`config.mk`:
```
export PLATFORM = sky130hd
export DESIGN_NAME = spi_apb_regif
export DESIGN_NICKNAME = d
export VERILOG_FILES = /design/src/rtl/spi_apb_regif.sv
export SDC_FILE = /design/constraint.sdc
export NUM_CORES = 1
export LEC_CHECK = 0
export BUFFER_PORTS_ARGS = -buffer_cell sky130_fd_sc_hd__buf_2
export CAP_MARGIN = 20
export CORE_AREA = 8 8 155 157
export DETAILED_ROUTE_END_ITERATION = 16
export DIE_AREA = 0 0 163 165
export GPL_TIMING_DRIVEN = 0
export PLACE_DENSITY = 0.61
export SKIP_CTS_REPAIR_TIMING = 1
export SLEW_MARGIN = 20
export SYNTH_ARGS = -nofsm -noshare
export SYNTH_HDL_FRONTEND = slang
export SYNTH_SLANG_ARGS = --single-unit
```
`constraint.sdc`:
```
create_clock -name pclk -period 1.7 [get_ports pclk]
set_input_delay 0.34 -clock pclk [delete_from_list [all_inputs] [get_ports pclk]]
set_output_delay 0.34 -clock pclk [all_outputs]
set_load 0.03 [all_outputs]
```
`src/rtl/spi_apb_regif.sv`:
```
// APB4 slave front-end for the SPI controller: register decode, one-cycle write/W1C
// strobes, TX push / RX pop with bounded wait states, registered prdata and pslverr.
module spi_apb_regif #(
    parameter int unsigned ADDR_WIDTH = 5,
    parameter int unsigned DATA_WIDTH = 32,
    parameter int unsigned WAIT_MAX   = 15
) (
    input  logic                    pclk,
    input  logic                    preset_n,
    input  logic                    psel,
    input  logic                    penable,
    input  logic                    pwrite,
    input  logic [ADDR_WIDTH-1:0]   paddr,
    input  logic [DATA_WIDTH-1:0]   pwdata,
    input  logic [DATA_WIDTH/8-1:0] pstrb,
    output logic [DATA_WIDTH-1:0]   prdata,
    output logic                    pready,
    output logic                    pslverr,
    output logic                    cr_wen,
    output logic                    br_wen,
    output logic                    ier_wen,
    output logic [DATA_WIDTH-1:0]   isr_w1c,
    output logic [DATA_WIDTH-1:0]   reg_wdata,
    output logic [DATA_WIDTH/8-1:0] reg_wstrb,
    input  logic [DATA_WIDTH-1:0]   cr_in,
    input  logic [DATA_WIDTH-1:0]   br_in,
    input  logic [DATA_WIDTH-1:0]   ier_in,
    input  logic [DATA_WIDTH-1:0]   sr_in,
    input  logic [DATA_WIDTH-1:0]   risr_in,
    input  logic [DATA_WIDTH-1:0]   isr_in,
    input  logic                    tx_full,
    output logic                    tx_wen,
    output logic [DATA_WIDTH-1:0]   tx_wdata,
    input  logic                    rx_empty,
    input  logic [DATA_WIDTH-1:0]   rx_rdata,
    output logic                    rx_ren
);
    localparam int unsigned STRB_W = DATA_WIDTH / 8;
    localparam int unsigned CNT_W  = (WAIT_MAX > 1) ? $clog2(WAIT_MAX) : 1;

    typedef enum logic [1:0] {StIdle, StAcc, StWait} state_e;

    state_e                 state_q, state_d;
    logic                   err_q, err_d;
    logic                   wr_q, wr_d;
    logic [2:0]             idx_q, idx_d;
    logic [CNT_W-1:0]       cnt_q, cnt_d;
    logic [DATA_WIDTH-1:0]  prdata_q, prdata_d;

    logic                   setup;
    logic [2:0]             idx;
    logic                   dec_err;
    logic                   is_data;
    logic                   fifo_rdy;
    logic                   wait_rdy;
    logic                   fire;
    logic                   acc;
    logic [DATA_WIDTH-1:0]  rd_val;
    logic [DATA_WIDTH-1:0]  strb_mask;

    assign setup    = psel & ~penable;
    assign idx      = paddr[4:2];
    // Misaligned, out-of-map, read-only/reserved write, or partial DATA write
    assign dec_err  = (paddr[1:0] != 2'b00) | ((paddr >> 5) != '0)
                    | (pwrite & ((idx == 3'd3) | (idx == 3'd4) | (idx == 3'd6)))
                    | (pwrite & (idx == 3'd7) & (pstrb != {STRB_W{1'b1}}));
    assign is_data  = (idx == 3'd7) & ~dec_err;
    assign fifo_rdy = pwrite ? ~tx_full : ~rx_empty;
    assign wait_rdy = wr_q ? ~tx_full : ~rx_empty;

    // Read-back mux for register addresses
    always_comb begin
        rd_val = '0;
        case (idx)
            3'd0:    rd_val = cr_in;
            3'd1:    rd_val = br_in;
            3'd2:    rd_val = ier_in;
            3'd3:    rd_val = sr_in;
            3'd4:    rd_val = risr_in;
            3'd5:    rd_val = isr_in;
            3'd7:    rd_val = rx_rdata;
            default: rd_val = '0;
        endcase
    end

    // Byte-lane expansion of pstrb for the W1C mask
    always_comb begin
        strb_mask = '0;
        for (int i = 0; i < STRB_W; i++) begin
            strb_mask[8*i +: 8] = {8{pstrb[i]}};
        end
    end

    // Next-state logic: setup decode, FIFO wait with timeout
    always_comb begin
        state_d  = state_q;
        err_d    = err_q;
        wr_d     = wr_q;
        idx_d    = idx_q;
        cnt_d    = cnt_q;
        prdata_d = prdata_q;
        case (state_q)
            StIdle, StAcc: begin
                state_d = StIdle;
                err_d   = 1'b0;
                if (setup) begin
                    wr_d  = pwrite;
                    idx_d = idx;
                    cnt_d = '0;
                    if (dec_err) begin
                        state_d  = StAcc;
                        err_d    = 1'b1;
                        prdata_d = '0;
                    end else if (!is_data) begin
                        state_d  = StAcc;
                        prdata_d = pwrite ? '0 : rd_val;
                    end else if (fifo_rdy) begin
                        state_d  = StAcc;
                        prdata_d = pwrite ? '0 : rx_rdata;
                    end else if (WAIT_MAX == 0) begin
                        state_d  = StAcc;
                        err_d    = 1'b1;
                        prdata_d = '0;
                    end else begin
                        state_d = StWait;
                    end
                end
            end
            StWait: begin
                if (!psel) begin
                    state_d = StIdle;
                end else if (wait_rdy) begin
                    state_d = StAcc;
                    if (!wr_q) prdata_d = rx_rdata;
                end else if (cnt_q == CNT_W'(WAIT_MAX - 1)) begin
                    state_d  = StAcc;
                    err_d    = 1'b1;
                    prdata_d = '0;
                end else begin
                    cnt_d = cnt_q + 1'b1;
                end
            end
            default: state_d = StIdle;
        endcase
    end

    // State registers with synchronous active-low reset
    always_ff @(posedge pclk) begin
        if (!preset_n) begin
            state_q  <= StIdle;
            err_q    <= 1'b0;
            wr_q     <= 1'b0;
            idx_q    <= '0;
            cnt_q    <= '0;
            prdata_q <= '0;
        end else begin
            state_q  <= state_d;
            err_q    <= err_d;
            wr_q     <= wr_d;
            idx_q    <= idx_d;
            cnt_q    <= cnt_d;
            prdata_q <= prdata_d;
        end
    end

    // Access-phase outputs; every strobe is forced low while in reset
    always_comb begin
        acc     = preset_n & (state_q == StAcc);
        fire    = acc & psel & penable & ~err_q;
        pready  = acc;
        pslverr = acc & err_q;
        cr_wen  = fire & wr_q & (idx_q == 3'd0);
        br_wen  = fire & wr_q & (idx_q == 3'd1);
        ier_wen = fire & wr_q & (idx_q == 3'd2);
        isr_w1c = (fire & wr_q & (idx_q == 3'd5)) ? (pwdata & strb_mask) : '0;
        tx_wen  = fire & wr_q & (idx_q == 3'd7);
        rx_ren  = fire & ~wr_q & (idx_q == 3'd7);
    end

    assign prdata    = prdata_q;
    assign reg_wdata = pwdata;
    assign reg_wstrb = pstrb;
    assign tx_wdata  = pwdata;

endmodule

```
==> reports/qor.yml, run 1 <==
die_w_um: 163
fillers: 2235
cts_buffers: 5
ys_warn_count: 0
hpwl_um: 24600
syn-instance-count: 572
cts-htree-levels: 2
antenna_found_initial: 5
clkPwrFrac_pct: 26.9
use_met1_pct: 22.3
rows: 54
busiest_layer: "met2"
synthFlopType: "dfxtp_1"
drtIter0Drc: 356
postRouteAntennaNets: 0
clk_pin_slew_ns: 0.07
max_cap_viol_count: 0
dp_slack_ns: -0.920
crit_path_start_kind: "flop"
hold_viol_final: 0
end_kind: "output port"
clock_path_buffers: 2
synth-seq-cells: 43
p_int_mw: 2.34
setup_viol: 69
die_area_um2: 26900
globalRouteOverflowTotal: 0
fin_crit_sh_pct: 127
leakagePower_nw: 3.83
crit_fanout: 10
cts_sinks: 43
pwr-share-seq_pct: 28.7
grt_max_degree: 17
reg2reg_from: "state_q[0]"
power_frac_comb_pct: 44.5
peakVddDrop_mv: 0.415
tightestPinTransition_ns: 0.904
num-nets-final: 1274
cp_cell_sequence: "nor2_4 > and4b_2 > and4_4 > buf_8 > and3_4 > buf_4"
globalplace.congestion: 0.851
wl_per_cell_um: 22.9
grt_pass1_vias: 6531
grt_use_met3_pct: 5.46
syn-num-nets: 846
fmax_mhz: 461
rsz0062_at_grt: "true"
synth_edf_count: 0
clkLatencyLatePin_ns: 0.29
power.density_nw_per_um2: 479
synth_cell_types: 56
netlist_area_um2: 4740
yosysSeqAreaShare_pct: 18.2
die_h_um: 165
switchingPower_mw: 1.48
cp.arrival_ns: 1.83
hold_class: "input pin to flop"
final_cell_mix: "buf_2, buf_4, a21oi_1"
maxSlewHeadroom_pct: 39.7
crit_start: "state_q[1]"
synthToLayoutAreaGrowth_pct: 68.4
switching_share_pct: 38.8
drv_slew: 0
synth_area_per_cell_um2: 8.29
setup_ws_ns: -0.467
grtUsageMet2_pct: 38.0
grtUsageTotal_pct: 20.3
critical_path_class: "flop to output port"
drt_wl_total_um: 29300
async_reset_ff_share_pct: 0
ios: 411
dr.pass1.iters: 4
placed_cells_incl_taps: 1261
start_util_pct: 22.1
crit_required_ns: 1.36
max_stage_delay_ns: 0.38
grt_pass1_wl_um: 41200
hold_start: "rx_rdata[13]"
vias: 6143
cts_tree: "yes"
worst_clock_skew_ns: 0.0125
crit_slowest_cell: "dfxtp_4"
core_area_um2: 21500
drc: 0
violations: "negative setup slack"
clock-root-buffer: "clkbuf_16"
drt-vias-per-instance: 4.79
final_cells: 1283
fin_crit_ns: 2.17
drive_above_1_share_pct: 65.1
status: "complete, but fails checks"
io_buffers: 409
final_common_cell: "buf_2"
## cell usage after synthesis (2+ instances only)
library cell | n | area share (%)
xnor2_1 | 3 | 0.55
mux4_2 | 4 | 1.9
a22oi_1 | 18 | 2.9
a311oi_2 | 12 | 3.8
and4b_1 | 4 | 0.84
clkbuf_1 | 19 | 1.5
and2_1 | 2 | 0.26
o21ai_0 | 21 | 2.2
a21oi_1 | 65 | 6.9
o221ai_1 | 5 | 0.92
o2bb2ai_1 | 4 | 0.74
nor2_1 | 12 | 0.95
dfxtp_1 | 43 | 18
inv_1 | 5 | 0.40
buf_6 | 4 | 0.95
nor2b_1 | 4 | 0.53
buf_1 | 3 | 0.24
a211oi_1 | 23 | 3.6
nor3b_1 | 4 | 0.63
a221o_1 | 5 | 1.1
nor4_1 | 3 | 0.40
o211ai_1 | 3 | 0.48
mux2i_1 | 51 | 11
a31oi_1 | 4 | 0.53
a21o_1 | 7 | 1.1
a211oi_2 | 20 | 5.3
mux2_2 | 13 | 3.1
nand3_1 | 13 | 1.4
buf_8 | 3 | 0.95
ha_1 | 2 | 0.53
buf_4 | 70 | 11
and3_1 | 32 | 4.2
nand2_1 | 42 | 3.3
buf_2 | 21 | 2.2
nand2b_1 | 3 | 0.40
a32oi_1 | 5 | 0.92
## registers in the layout, summed over array words and instances, names as in the netlist
| signal | flops |
|---|---|
| prdata | 32 |
| cnt_q | 4 |
| idx_q | 3 |
| state_q | 2 |
| err_q | 1 |
| wr_q | 1 |
## layer usage
metal  part of all wire, %  routed length [um]
met1                    39               11400
met4                   1.6                 473
met3                   7.8                2300
met2                    51               15100
met5                  0.13                  37
## through the flow
step | cell area [um2] | util, % | total power [mW] | hold WS (ns) | setup TNS (ns)
after floorplan | 5030 | - | 2.06 | 0.466 | -6.76
after global placement | 7420 | 34.6 | 2.79 | 0.502 | -34.45
after detailed placement | 7420 | 34.6 | 2.80 | 0.507 | -34.96
after CTS | 7570 | 35.3 | 3.85 | 0.308 | -34.40
after global routing | 7980 | 37.2 | 4.00 | 0.321 | -30.49
final | 7980 | 37.2 | 3.82 | 0.316 | -24.62
## power groups by stage
stage	registers (mW)	clock network [mW]	logic, mW
2_1_floorplan	1.20	0	0.859
3_3_place_gp	1.12	0	1.67
3_5_place_dp	1.12	0	1.68
4_1_cts	1.09	1.06	1.69
5_1_grt	1.10	1.08	1.82
6_report	1.10	1.03	1.70
## kinds of logic (layout without fill, tap and decap cells)
group	count (synthesis)	in the layout	share of synthesized area, %
multiplexers	69	69	16.1
AND/OR/NAND/NOR	128	128	14.8
buffers and inverters	127	556	17.5
AO/OA/AOI/OAI	200	200	32.4
flip-flops	43	43	18.2
XOR/XNOR	3	3	0.554
other	0	2	0
adder cells (fa/ha/maj)	2	2	0.528
## critical path: cells and delay by family (launching register included)
kind	cells	cell delay [ns]
flip-flops	1	0.38
AND/OR/NAND/NOR	4	0.85
buffers and inverters	2	0.31
## final cells by class
type / count / area [um2] / share of cell area [%]
diodes: 2 / 5.00 / 0.0627
plain buffers: 120 / 891 / 11.2
clock buffers: 5 / 125 / 1.57
clock inverters: 3 / 26.3 / 0.329
inverters: 7 / 26.3 / 0.329
multi-input cells: 402 / 3310 / 41.4
flip-flops and latches: 43 / 875 / 11.0
well taps: 280 / 350 / 4.39
repair buffers: 421 / 2380 / 29.8
## path summary, 6_finish.rpt
kind                            slack (ns)  depth (start not counted)           to
worst max-delay path                 -0.47                          6  isr_w1c[28]
worst min-delay path                  0.32                          3   prdata[13]
worst max register to register       -0.34                         10   prdata[25]
worst min register to register        0.52                          2     idx_q[0]
(Power assumes the default switching activity.)
==> run 2, diff against run 1 <==
CORE_AREA = 8 8 152 154   (was 8 8 155 157)
DIE_AREA = 0 0 160 162   (was 0 0 163 165)
clock period = 2.69 ns   (was 1.7 ns; I/O delays follow)
==> reports/qor.yml, run 2 (synthesis results as in run 1) <==
num-nets-final: 1262
tightestPinTransition_ns: 0.886
busiest_layer: "met2"
antenna_found_initial: 4
max_cap_viol_count: 0
max_stage_delay_ns: 0.58
worst_clock_skew_ns: 0.00728
drt-vias-per-instance: 4.88
power_frac_comb_pct: 44.3
switchingPower_uw: 910
drive_above_1_share_pct: 59.0
critical_path_class: "input pin to flop"
crit_required_ns: 2.84
use_met1_pct: 22.5
cts_sinks: 43
clock-root-buffer: "clkbuf_16"
peakVddDrop_mv: 0.349
cts_tree: "yes"
core_area_um2: 20700
leakagePower_nw: 3.73
start_util_pct: 22.9
hpwl_um: 25200
cp_top_family: "buffers and inverters"
power.density_nw_per_um2: 323
crit_fanout: 10
cp_cell_sequence: "buf_2 > buf_2 > buf_2 > buf_1 > a211oi_1 > o21ai_0 > a311oi_2"
grt_pass1_wl_um: 41900
clk_pin_slew_ns: 0.07
fin_util_pct: 35.4
status: "finished, final reports clean"
die_area_um2: 25900
postRouteAntennaNets: 0
globalRouteOverflowTotal: 0
crit_slowest_cell: "buf_1"
cp.arrival_ns: 2.73
fmax_mhz: 389
drt_wl_total_um: 29100
grtUsageMet2_pct: 38.3
timing.critical_path.buf_inv: 4
fin_crit_ns: 2.57
synthToLayoutAreaGrowth_pct: 54.3
wl_per_cell_um: 23.0
power_mw: 2.36
maxSlewHeadroom_pct: 41.0
crit_path_start_kind: "input pin"
cts_buffers: 5
placed_cells_incl_taps: 1256
grtUsageTotal_pct: 21.3
pwr-share-seq_pct: 29.3
largest_reg_flops: 32
setup_ws_ns: 0.119
final_common_cell: "buf_2"
clock_path_buffers: 2
globalplace.congestion: 0.862
hold_class: "input pin to flop"
drv_slew: 0
cts-htree-levels: 2
fin_crit_sh_pct: 95.6
rsz0062_at_grt: "false"
io_buffers: 409
cp_common_cell: "buf_2"
setup_viol: 0
grt_max_degree: 15
final_cell_mix: "buf_2, buf_4, a21oi_1"
die_h_um: 162
rows: 53
p_int_mw: 1.45
ios: 411
end_kind: "flop"
clkLatencyLatePin_ns: 0.30
vias: 6181
drtIter0Drc: 446
die_w_um: 160
dp_slack_ns: -0.262
final_cells: 1266
switching_share_pct: 38.5
drc: 0
grt_use_met3_pct: 6.99
dr.pass1.iters: 5
grt_pass1_vias: 6575
clkPwrFrac_pct: 26.4
hold_viol_final: 0
-- run 2: cell count changes in the layout (fill, tap and decap cells not counted), sizes merged --
cell and delta:
buf -7, clkbuf -5, clkinvlp +2, inv -2
-- run 2: path summary, 6_finish.rpt --
path	start	end	slack, ns	depth (start not counted)
worst min register to register	idx_q[1]	idx_q[1]	0.53	2
worst max-delay path	paddr[3]	prdata[23]	0.12	7
worst max register to register	wr_q	prdata[9]	0.51	7
worst min-delay path	rx_rdata[6]	prdata[6]	0.53	3
-- run 2: layer usage --
layer,share of wire (%),routed length [um]
met2,51,14700
met5,0.038,11
met4,3.8,1100
met1,37,10800
met3,8.7,2530
-- run 2: worst reg2reg max path: cells and delay by family, from the launching register on --
| kind | cells | cell delay, ns |
|---|---|---|
| simple gates | 2 | 0.34 |
| buf+inv | 2 | 0.34 |
| mux | 1 | 0.37 |
| flops | 1 | 0.47 |
| compound gates | 2 | 0.51 |
-- run 2: area by class of cell --
| class | instances | area [um2] |
|---|---|---|
| Buffer | 120 | 812 |
| Antenna cell | 2 | 5.00 |
| Inverter | 7 | 26.3 |
| Clock buffer | 5 | 125 |
| Tap cell | 275 | 344 |
| Clock inverter | 3 | 20.0 |
| Fill cell | 2202 | 13400 |
| Sequential cell | 43 | 862 |
| Timing Repair Buffer | 409 | 2050 |
| Multi-Input combinational cell | 402 | 3070 |
-- run 2: power by group through the flow --
| stage | sequential, mW | clock, mW | combinational, mW |
|---|---|---|---|
| 3_3_place_gp | 0.705 | 0 | 1.05 |
| 3_5_place_dp | 0.706 | 0 | 1.05 |
| 4_1_cts | 0.692 | 0.632 | 1.06 |
| 6_report | 0.692 | 0.623 | 1.05 |
| 2_1_floorplan | 0.760 | 0 | 0.537 |
| 5_1_grt | 0.696 | 0.654 | 1.12 |
-- run 2: stage by stage --
| stage | area, um2 | hold WS (ns) | setup TNS, ns |
|---|---|---|---|
| finish | 7310 | 0.526 | 0 |
| global route | 7310 | 0.534 | 0 |
| CTS | 7290 | 0.516 | -5.00 |
| detailed placement | 7150 | 0.514 | -4.83 |
| global placement | 7150 | 0.506 | -4.20 |
| floorplan | 4760 | 0.470 | 0 |
